$ cat src/rtl/disp_pkg.sv
`default_nettype none
// ============================================================================
// Module   : disp_pkg
// Brief    : Shared display constants and channel-select width helper.
// Revision : 1.0 - initial release
// ============================================================================
package disp_pkg;

    localparam logic [31:0] c_def_rst_data  = 32'hAA5555AA;
    localparam logic        c_blink_rst_bit = 1'b1;
    localparam logic        c_point_rst_bit = 1'b0;

    // Select width for a channel count; a single channel still gets one bit.
    function automatic int sw_of(input int ch);
        return (ch > 1) ? $clog2(ch) : 1;
    endfunction

endpackage
`default_nettype wire

$ cat src/rtl/disp_chan_scan_if.sv
`default_nettype none
// ============================================================================
// Module   : disp_chan_scan_if
// Brief    : Source-selector bus: channel data, controls and selected outputs.
// Revision : 1.0 - initial release
// ============================================================================
interface disp_chan_scan_if
    import disp_pkg::*;
#(
    parameter int CH = 8,
    parameter int DW = 32,
    parameter int PW = 8
) ();
    localparam int SW = sw_of(CH);

    logic             EN;
    logic             auto;
    logic             freeze;
    logic [SW-1:0]    sel;
    logic [CH*DW-1:0] data_in;
    logic [CH*PW-1:0] les_in;
    logic [CH*PW-1:0] point_in;
    logic [DW-1:0]    disp_num;
    logic [PW-1:0]    le_out;
    logic [PW-1:0]    point_out;
    logic [SW-1:0]    cur_ch;
    logic             step;

    modport master (
        output EN, auto, freeze, sel, data_in, les_in, point_in,
        input  disp_num, le_out, point_out, cur_ch, step
    );

    modport slave (
        input  EN, auto, freeze, sel, data_in, les_in, point_in,
        output disp_num, le_out, point_out, cur_ch, step
    );
endinterface
`default_nettype wire

$ cat src/rtl/scan_timer.sv
`default_nettype none
// ============================================================================
// Module   : scan_timer
// Brief    : Dwell counter, current-channel register and auto-scan step pulse.
// Revision : 1.0 - initial release
// ============================================================================
module scan_timer
    import disp_pkg::*;
#(
    parameter int CH    = 8,
    parameter int DWELL = 25_000_000
) (
    input  wire logic                 clk,
    input  wire logic                 rst,
    input  wire logic                 auto,
    input  wire logic                 freeze,
    input  wire logic [sw_of(CH)-1:0] sel,
    output logic      [sw_of(CH)-1:0] cur_ch,
    output logic                      step
);
    localparam int            SW      = sw_of(CH);
    localparam int            CW      = $clog2(DWELL);
    localparam logic [CW-1:0] c_last  = CW'(DWELL - 1);

    logic [CW-1:0] r_cnt;
    logic [SW-1:0] r_cur_ch;
    logic          r_step;

    // Freeze holds counter and channel so a resumed scan neither skips nor repeats.
    always_ff @(posedge clk or posedge rst) begin
        if (rst) begin
            r_cnt    <= '0;
            r_cur_ch <= '0;
            r_step   <= 1'b0;
        end else if (freeze) begin
            r_step   <= 1'b0;
        end else if (auto) begin
            if (r_cnt == c_last) begin
                r_cnt    <= '0;
                r_cur_ch <= r_cur_ch + SW'(1);
                r_step   <= 1'b1;
            end else begin
                r_cnt    <= r_cnt + CW'(1);
                r_step   <= 1'b0;
            end
        end else begin
            r_cnt    <= '0;
            r_cur_ch <= sel;
            r_step   <= 1'b0;
        end
    end

    assign cur_ch = r_cur_ch;
    assign step   = r_step;
endmodule
`default_nettype wire

$ cat src/rtl/disp_chan_scan.sv
`default_nettype none
// ============================================================================
// Module   : disp_chan_scan
// Brief    : N-channel registered display source selector with auto-scan.
// Revision : 1.0 - initial release
// ============================================================================
module disp_chan_scan
    import disp_pkg::*;
#(
    parameter int            CH       = 8,
    parameter int            DW       = 32,
    parameter int            PW       = 8,
    parameter int            DWELL    = 25_000_000,
    parameter logic [DW-1:0] RST_DATA = c_def_rst_data
) (
    input  wire logic          clk,
    input  wire logic          rst,
    disp_chan_scan_if.slave    bus
);
    localparam int SW = sw_of(CH);

    logic [DW-1:0] r_sh_data;
    logic [PW-1:0] r_sh_les;
    logic [PW-1:0] r_sh_pt;
    logic [DW-1:0] r_disp_num;
    logic [PW-1:0] r_le_out;
    logic [PW-1:0] r_point_out;
    logic [SW-1:0] w_cur_ch;
    logic          w_step;
    logic [DW-1:0] w_data_arr [CH];
    logic [PW-1:0] w_les_arr  [CH];
    logic [PW-1:0] w_pt_arr   [CH];

    scan_timer #(
        .CH    (CH),
        .DWELL (DWELL)
    ) u_scan_timer (
        .clk    (clk),
        .rst    (rst),
        .auto   (bus.auto),
        .freeze (bus.freeze),
        .sel    (bus.sel),
        .cur_ch (w_cur_ch),
        .step   (w_step)
    );

    // Shadow load ignores freeze so the CPU can stage a value while frozen.
    always_ff @(posedge clk or posedge rst) begin
        if (rst) begin
            r_sh_data <= RST_DATA;
            r_sh_les  <= {PW{c_blink_rst_bit}};
            r_sh_pt   <= {PW{c_point_rst_bit}};
        end else if (bus.EN) begin
            r_sh_data <= bus.data_in[0 +: DW];
            r_sh_les  <= bus.les_in[0 +: PW];
            r_sh_pt   <= bus.point_in[0 +: PW];
        end
    end

    generate
        for (genvar k = 0; k < CH; k++) begin : g_slice
            if (k == 0) begin : g_shadow
                assign w_data_arr[k] = r_sh_data;
                assign w_les_arr[k]  = r_sh_les;
                assign w_pt_arr[k]   = r_sh_pt;
            end else begin : g_direct
                assign w_data_arr[k] = bus.data_in[k*DW +: DW];
                assign w_les_arr[k]  = bus.les_in[k*PW +: PW];
                assign w_pt_arr[k]   = bus.point_in[k*PW +: PW];
            end
        end
    endgenerate

    always_ff @(posedge clk or posedge rst) begin
        if (rst) begin
            r_disp_num  <= RST_DATA;
            r_le_out    <= {PW{c_blink_rst_bit}};
            r_point_out <= {PW{c_point_rst_bit}};
        end else if (!bus.freeze) begin
            r_disp_num  <= w_data_arr[w_cur_ch];
            r_le_out    <= w_les_arr[w_cur_ch];
            r_point_out <= w_pt_arr[w_cur_ch];
        end
    end

    assign bus.disp_num  = r_disp_num;
    assign bus.le_out    = r_le_out;
    assign bus.point_out = r_point_out;
    assign bus.cur_ch    = w_cur_ch;
    assign bus.step      = w_step;
endmodule
`default_nettype wire
$ cat src/flat_wrapper.sv
// flat-port wrapper written by rule: the top's interface ports become plain ports
module disp_chan_scan_flat import disp_pkg::*;
#(
    parameter int            CH       = 8,
    parameter int            DW       = 32,
    parameter int            PW       = 8,
    parameter int            DWELL    = 25_000_000,
    parameter logic [DW-1:0] RST_DATA = c_def_rst_data
)
  (clk, rst, bus_EN, bus_auto, bus_freeze, bus_sel, bus_data_in, bus_les_in, bus_point_in, bus_disp_num, bus_le_out, bus_point_out, bus_cur_ch, bus_step);
  disp_chan_scan_if #(.CH(CH), .DW(DW), .PW(PW)) bus_i ();
  input  wire logic clk;
  input  wire logic rst;
  input wire logic [$bits(bus_i.EN)-1:0] bus_EN;
  input wire logic [$bits(bus_i.auto)-1:0] bus_auto;
  input wire logic [$bits(bus_i.freeze)-1:0] bus_freeze;
  input wire logic [$bits(bus_i.sel)-1:0] bus_sel;
  input wire logic [$bits(bus_i.data_in)-1:0] bus_data_in;
  input wire logic [$bits(bus_i.les_in)-1:0] bus_les_in;
  input wire logic [$bits(bus_i.point_in)-1:0] bus_point_in;
  output wire logic [$bits(bus_i.disp_num)-1:0] bus_disp_num;
  output wire logic [$bits(bus_i.le_out)-1:0] bus_le_out;
  output wire logic [$bits(bus_i.point_out)-1:0] bus_point_out;
  output wire logic [$bits(bus_i.cur_ch)-1:0] bus_cur_ch;
  output wire logic [$bits(bus_i.step)-1:0] bus_step;
  assign bus_i.EN = bus_EN;
  assign bus_i.auto = bus_auto;
  assign bus_i.freeze = bus_freeze;
  assign bus_i.sel = bus_sel;
  assign bus_i.data_in = bus_data_in;
  assign bus_i.les_in = bus_les_in;
  assign bus_i.point_in = bus_point_in;
  assign bus_disp_num = bus_i.disp_num;
  assign bus_le_out = bus_i.le_out;
  assign bus_point_out = bus_i.point_out;
  assign bus_cur_ch = bus_i.cur_ch;
  assign bus_step = bus_i.step;
  disp_chan_scan #(.CH(CH), .DW(DW), .PW(PW), .DWELL(DWELL), .RST_DATA(RST_DATA)) u_core (.clk(clk), .rst(rst), .bus(bus_i));
endmodule
$ cat config.mk
export PLATFORM = sky130hd
export DESIGN_NAME = disp_chan_scan_flat
export DESIGN_NICKNAME = d
export VERILOG_FILES = /design/src/rtl/disp_pkg.sv /design/src/rtl/disp_chan_scan_if.sv /design/src/rtl/scan_timer.sv /design/src/rtl/disp_chan_scan.sv /design/src/flat_wrapper.sv
export SDC_FILE = /design/constraint.sdc
export NUM_CORES = 1
export LEC_CHECK = 0
export BUFFER_PORTS_ARGS = -buffer_cell sky130_fd_sc_hd__buf_2
export CORE_AREA = 2 2 175 177
export CTS_BUF_LIST = sky130_fd_sc_hd__clkbuf_4
export DETAILED_ROUTE_END_ITERATION = 7
export DIE_AREA = 0 0 177 179
export SYNTH_ARGS = -nofsm -noshare
export SYNTH_HDL_FRONTEND = slang
export SYNTH_SLANG_ARGS = --single-unit
$ cat constraint.sdc
create_clock -name clk -period 6.5 [get_ports clk]
set_input_delay 0.325 -clock clk [delete_from_list [all_inputs] [get_ports clk]]
set_output_delay 0.325 -clock clk [all_outputs]
set_load 0.02 [all_outputs]
# Word level (Yosys, flattened, before mapping)
# Index checks and enable logic that the tools add are counted.
dict set report word_totals {
  register_bits 125
  inputBits 392
  output_inout_bits 52
  wordCells 33
}
dict set report classes {
  add_sub_neg 2
  order_cmp 1
  eq_ne 2
  mux 16
  bitwise_logic 2
  n_reduce_logical 1
}
# op count
set ops {}
lappend ops {{32-bit binary-select mux with 3-bit select} 1}
lappend ops {{32-bit 2-to-1 mux} 2}
lappend ops {{25-bit 2-to-1 mux} 2}
lappend ops {{8-bit binary-select mux with 3-bit select} 2}
lappend ops {{8-bit 2-to-1 mux} 4}
lappend ops {{25-bit by 1-bit adder with 25-bit output, second input constant} 1}
lappend ops {{25-bit == test, second input constant} 1}
lappend ops {{3-bit 2-to-1 mux} 2}
lappend ops {{4-bit >= comparator, second input constant} 1}
lappend ops {{3-bit NOT with 4-bit output} 1}
lappend ops {{3-bit by 1-bit adder with 3-bit output, second input constant} 1}
lappend ops {{1-bit 2-to-1 mux} 3}
lappend ops {{2-bit by 1-bit != test with 1-bit output, second input constant} 1}
lappend ops {{2-bit AND reduction} 1}
lappend ops {{1-bit NOT} 1}

# Logic depth before layout (Yosys ltp)
dict set report logic_depth {
  depth_word 4
  mapped_depth 7
  ltp_nobuf 6
}

# By module
# Synthesis repeated with hierarchy kept, for this count alone.
dict set report unflattened {
  cells_unflattened 782
  area_unflattened_um2 8725.9
}
# module n_inst cells_each area_each_um2 seq_area_each_um2
set by_module_without_submodules {}
lappend by_module_without_submodules {disp_chan_scan 1 591 6964.2 2462.4}
lappend by_module_without_submodules {scan_timer 1 191 1761.7 725.7}

# Worst setup path after synthesis
# No wires, ideal clock.
dict set report synth_path {
  path_kind {reg-to-reg}
  from {register u_core.u_scan_timer.r_cur_ch[0], in the netlist u_core.u_scan_timer.cur_ch[0]}
  to {register u_core.r_disp_num[11], in the netlist u_core.bus.disp_num[11]}
  setup_ns 0.133
  arrival_ns 2.009
  required_ns 6.367
  path_slack_ns 4.358
  stages_incl_launch_ff 7
  n_path_buf 3
  synth_period_minus_slack_ns 2.142
  cell_sequence {dfrtp_1 clkbuf_1 buf_2 buf_2 mux4_2 mux2i_1 o21ai_0}
}
dict set report synth_via {
  elab_chain_len 4
}
# item line
set synth_lines {}
lappend synth_lines {{start, declared} scan_timer.sv:26} ;# logic [SW-1:0] r_cur_ch;
lappend synth_lines {{start signal, assigned} scan_timer.sv:40} ;# r_cur_ch <= r_cur_ch + SW'(1);
lappend synth_lines {{start signal, assigned} scan_timer.sv:48} ;# r_cur_ch <= sel;
lappend synth_lines {{3-bit NOT with 4-bit output (not written as such)} disp_chan_scan.sv:80} ;# r_disp_num <= w_data_arr[w_cur_ch];
lappend synth_lines {{32-bit binary-select mux with 3-bit select} disp_chan_scan.sv:80}
lappend synth_lines {{32-bit 2-to-1 mux (not written as such) (2 in series)} disp_chan_scan.sv:80}
lappend synth_lines {{end signal, assigned} disp_chan_scan.sv:80}
lappend synth_lines {{end, declared} disp_chan_scan.sv:25} ;# logic [DW-1:0] r_disp_num;
# Every way passes these cells. The select of a mux whose other input is x is not followed.
# A chain may end at the register's enable or synchronous reset.

# Worst setup path in the final report
dict set report layout_path {
  from {register u_core.u_scan_timer.r_cur_ch[1], in the netlist u_core.u_scan_timer.cur_ch[1]}
  to {register u_core.u_scan_timer.r_cur_ch[2], in the netlist u_core.u_scan_timer.cur_ch[2]}
}
dict set report layout_via {
  elab_chain_len 3
}
# item line
set layout_lines {}
lappend layout_lines {{3-bit by 1-bit adder with 3-bit output} scan_timer.sv:40}
lappend layout_lines {{3-bit 2-to-1 mux} scan_timer.sv:38} ;# if (r_cnt == c_last) begin
lappend layout_lines {{3-bit 2-to-1 mux} scan_timer.sv:37} ;# end else if (auto) begin
# Every way passes these cells. The select of a mux whose other input is x is not followed.

==> impl_metrics.yaml <==
detailed_routing:
  drt-initial-drc-count: 376
  avgViaCountPerCell: 4.82
  wl_um: 27700
  first_pass_iters: 4
  post_drt_wl_per_cell_um: 18.6
  antenna_left: 0
  drc: 0
  vias: 7158
global_routing:
  grt_pass1_wl_um: 40800
  grt_max_degree: 65
  grt_antenna_before_repair: 2
  grt_usage: 0.170
  grt_overflow: 0
  grt_pass1_vias: 7261
layout:
  final_cell_mix: "buf_2 (442), mux4_2 (96), dfrtp_1 (74)"
  final_area_mm2: 0.0112
  final_cells: 1486
  area_growth_pct: 43.5
  fillerInstances: 2994
  drive_gt1_frac: 0.629
  final_common_cell: "buf_2"
  nets: 1469
synth:
  avgSynthCellArea_um2: 13.0
  ys_ff_latch: 125
  syn-num-nets: 995
  ys_warn_count: 0
  syn_area_mm2: 0.00782
  ys_seq_area_frac: 0.408
  synth_cells: 601
  synth_cell_types: 42
die:
  die_w_um: 177
  ios: 444
  initial_core_util: 0.260
  core_area_mm2: 0.0300
  fp.dieH_um: 179
  rows: 64
  fp.dieArea_mm2: 0.0317
placed_design:
  dp_hpwl_um: 21100
  placedCellCount: 1400
  postPlaceCellArea_mm2: 0.0104
  place_ws_ns: 3.59
  io_buffers: 443
  gp_congestion: 0.807
critical_path:
  startpoint_type: "flip-flop"
  crit_path_end_kind: "flip-flop"
  arrival_ns: 3.61
  cp_max_fo: 50
  required_ns: 6.99
  path_class: "flip-flop to flip-flop"
clock_tree:
  cts_made_buffers: 17
  cts_tree: "built"
  cts.clk_slew.worst_paths_ns: 0.15
  cts_post_setup_buffers_inserted: 0
  cts_max_path_buffers: 2
  cts_root_buffer: "clkbuf_4"
  clock_latency_ns: 0.54
  htree_levels: 4
  cts.sinks: 125
  cts_resized: 0
pwr:
  p_int_mw: 1.58
  comb_power_share: 0.322
  p_leak_nw: 5.14
  total_power_mw: 2.38
  pwr-share-clk: 0.242
  p_seq_frac: 0.436
  swShare: 0.339
  power_switching_mw: 0.808
  powerDensity_mw_per_mm2: 213
  vdd_ir_drop_max_v: 0.000103
timing:
  tightest_slew_ns: 1.05
  clock.fmax_ghz: 0.321
  hold_viol: 0
  fin_crit_ns: 3.12
  timing.final.crit_share: 0.480
  slew_headroom: 0.296
  fin_setup_tns_ns: 0
  setup_viol: 0
  worst_slack_ns: 3.38
  finClkSkew_ns: 0.0323
  rsz0062_at_grt: "false"
  report.final.slew_viol_count: 0
min_path:
  hold_class: "input port to flip-flop"
status:
  outcome: "complete, no violations"
run:
  cap_viol_max_count: 0
==> power by group through the flow <==
stage	logic (mW)	clock network [mW]	registers, mW
floorplan	0.443	0	1.06
global placement	0.738	0	1.05
detailed placement	0.751	0	1.05
CTS	0.777	0.614	1.04
global route	0.834	0.646	1.06
finish	0.768	0.577	1.04
==> synthesized netlist by cell type <==
cell	count	area, µm²
a31oi_1	1	6.26
xnor2_1	4	35.0
nor3b_1	1	7.51
a211oi_1	1	7.51
dfstp_2	48	1260
nand2_1	62	233
a32o_1	1	10.0
nor2_1	27	101
or4b_4	1	13.8
nor4_1	4	25.0
inv_1	4	15.0
nand2b_1	1	6.26
clkinv_1	1	3.75
and4_1	2	17.5
o21ai_0	56	280
a31o_2	1	8.76
a21o_1	1	7.51
or4_1	2	15.0
a22o_1	1	8.76
buf_2	10	50.1
buf_1	11	41.3
a21oi_1	2	10.0
buf_4	1	7.51
and3_1	2	12.5
nand4_1	12	75.1
mux4_2	96	2160
or3_1	4	25.0
a22oi_1	2	15.0
o221a_2	1	11.3
nand3b_1	2	15.0
mux2i_1	48	480
xor2_1	11	96.3
o31ai_1	3	22.5
and2_2	1	7.51
ha_1	2	25.0
nor4_4	1	21.3
mux2_2	48	541
nor3_1	10	50.1
or2_2	2	12.5
clkbuf_1	25	93.8
dfrtp_1	77	1930
nand3_1	11	55.1
==> worst max-delay path, stage by stage (launching register included) <==
cell and delay [ns]:
dfrtp_4 0.89, buf_4 0.68, ha_1 0.27, nand4_1 0.10
or4_1 0.41, nand3_1 0.09, dlygate4sd3_1 0.54
==> layer usage <==
metal	routed length [µm]	share of wire	GRT usage	vias to the layer above
li1	-	-	-	3274
met1	11300	0.41	0.221	3534
met2	13900	0.50	0.282	320
met3	2030	0.073	0.0388	28
met4	504	0.018	0.0520	2
met5	18	0.00065	0	-
==> final timing paths <==
kind / endpoint / depth (start not counted) / slack [ns] / start
max: u_core.u_scan_timer.cur_ch[2]$_DFFE_PP0P_ / 6 / 3.38 / u_core.u_scan_timer.cur_ch[1]$_DFFE_PP0P_
min: u_core.r_sh_data[17]$_DFFE_PP0P_ / 2 / 0.1 / bus_data_in[17]
max reg2reg: u_core.u_scan_timer.cur_ch[2]$_DFFE_PP0P_ / 6 / 3.38 / u_core.u_scan_timer.cur_ch[1]$_DFFE_PP0P_
min reg2reg: u_core.bus.disp_num[23]$_DFFE_PP0N_ / 2 / 0.50 / u_core.bus.disp_num[23]$_DFFE_PP0N_
max in group asynchronous: u_core.u_scan_timer.cur_ch[1]$_DFFE_PP0P_ / 5 / 4.49 / rst
min in group asynchronous: u_core.bus.disp_num[24]$_DFFE_PP0N_ / 3 / 0.36 / rst
==> sequential cells by signal (all words and copies together), names as in the netlist <==
signal                      flops
u_core.r_sh_pt                  8
u_core.u_scan_timer.r_cnt      25
u_core.bus.point_out            8
u_core.u_scan_timer.step        1
u_core.bus.disp_num            32
u_core.u_scan_timer.cur_ch      3
u_core.bus.le_out               8
u_core.r_sh_les                 8
u_core.r_sh_data               32
==> what timing repair did <==
item,4_1_cts,5_1_grt
endpoints found under the setup margin,0,0
hold endpoints to repair,71,0
hold buffers,52,0
==> per-stage QoR <==
stage                     hold slack (ns)  utilization
after floorplan                     0.472            -
after global placement              0.402        0.347
after detailed placement            0.403        0.347
after CTS                         0.00209        0.374
after global routing               0.0249        0.374
final                              0.0969        0.374
==> cell type report <==
| cell class | count | area [µm²] | area share |
|---|---|---|---|
| well taps | 396 | 495 | 0.0442 |
| diodes | 2 | 5.00 | 0.000446 |
| inverters | 5 | 21.3 | 0.00190 |
| flip-flops and latches | 125 | 3200 | 0.285 |
| clock buffers | 17 | 128 | 0.0114 |
| repair buffers | 502 | 2790 | 0.249 |
| multi-input cells | 424 | 4420 | 0.394 |
| clock inverters | 15 | 159 | 0.0142 |
==> logic make-up (layout without fill, tap and decap cells) <==
| family | after synthesis | in the layout | share of synthesized area |
|---|---|---|---|
| AO/OA/AOI/OAI | 70 | 70 | 0.0496 |
| XOR/XNOR | 15 | 15 | 0.0168 |
| adder cells (fa/ha/maj) | 2 | 2 | 0.00320 |
| buffers and inverters | 52 | 539 | 0.0270 |
| flip-flops | 125 | 125 | 0.408 |
| multiplexers | 192 | 192 | 0.407 |
| other | 0 | 2 | 0 |
| AND/OR/NAND/NOR | 145 | 145 | 0.0886 |
(Power assumes the default switching activity.)
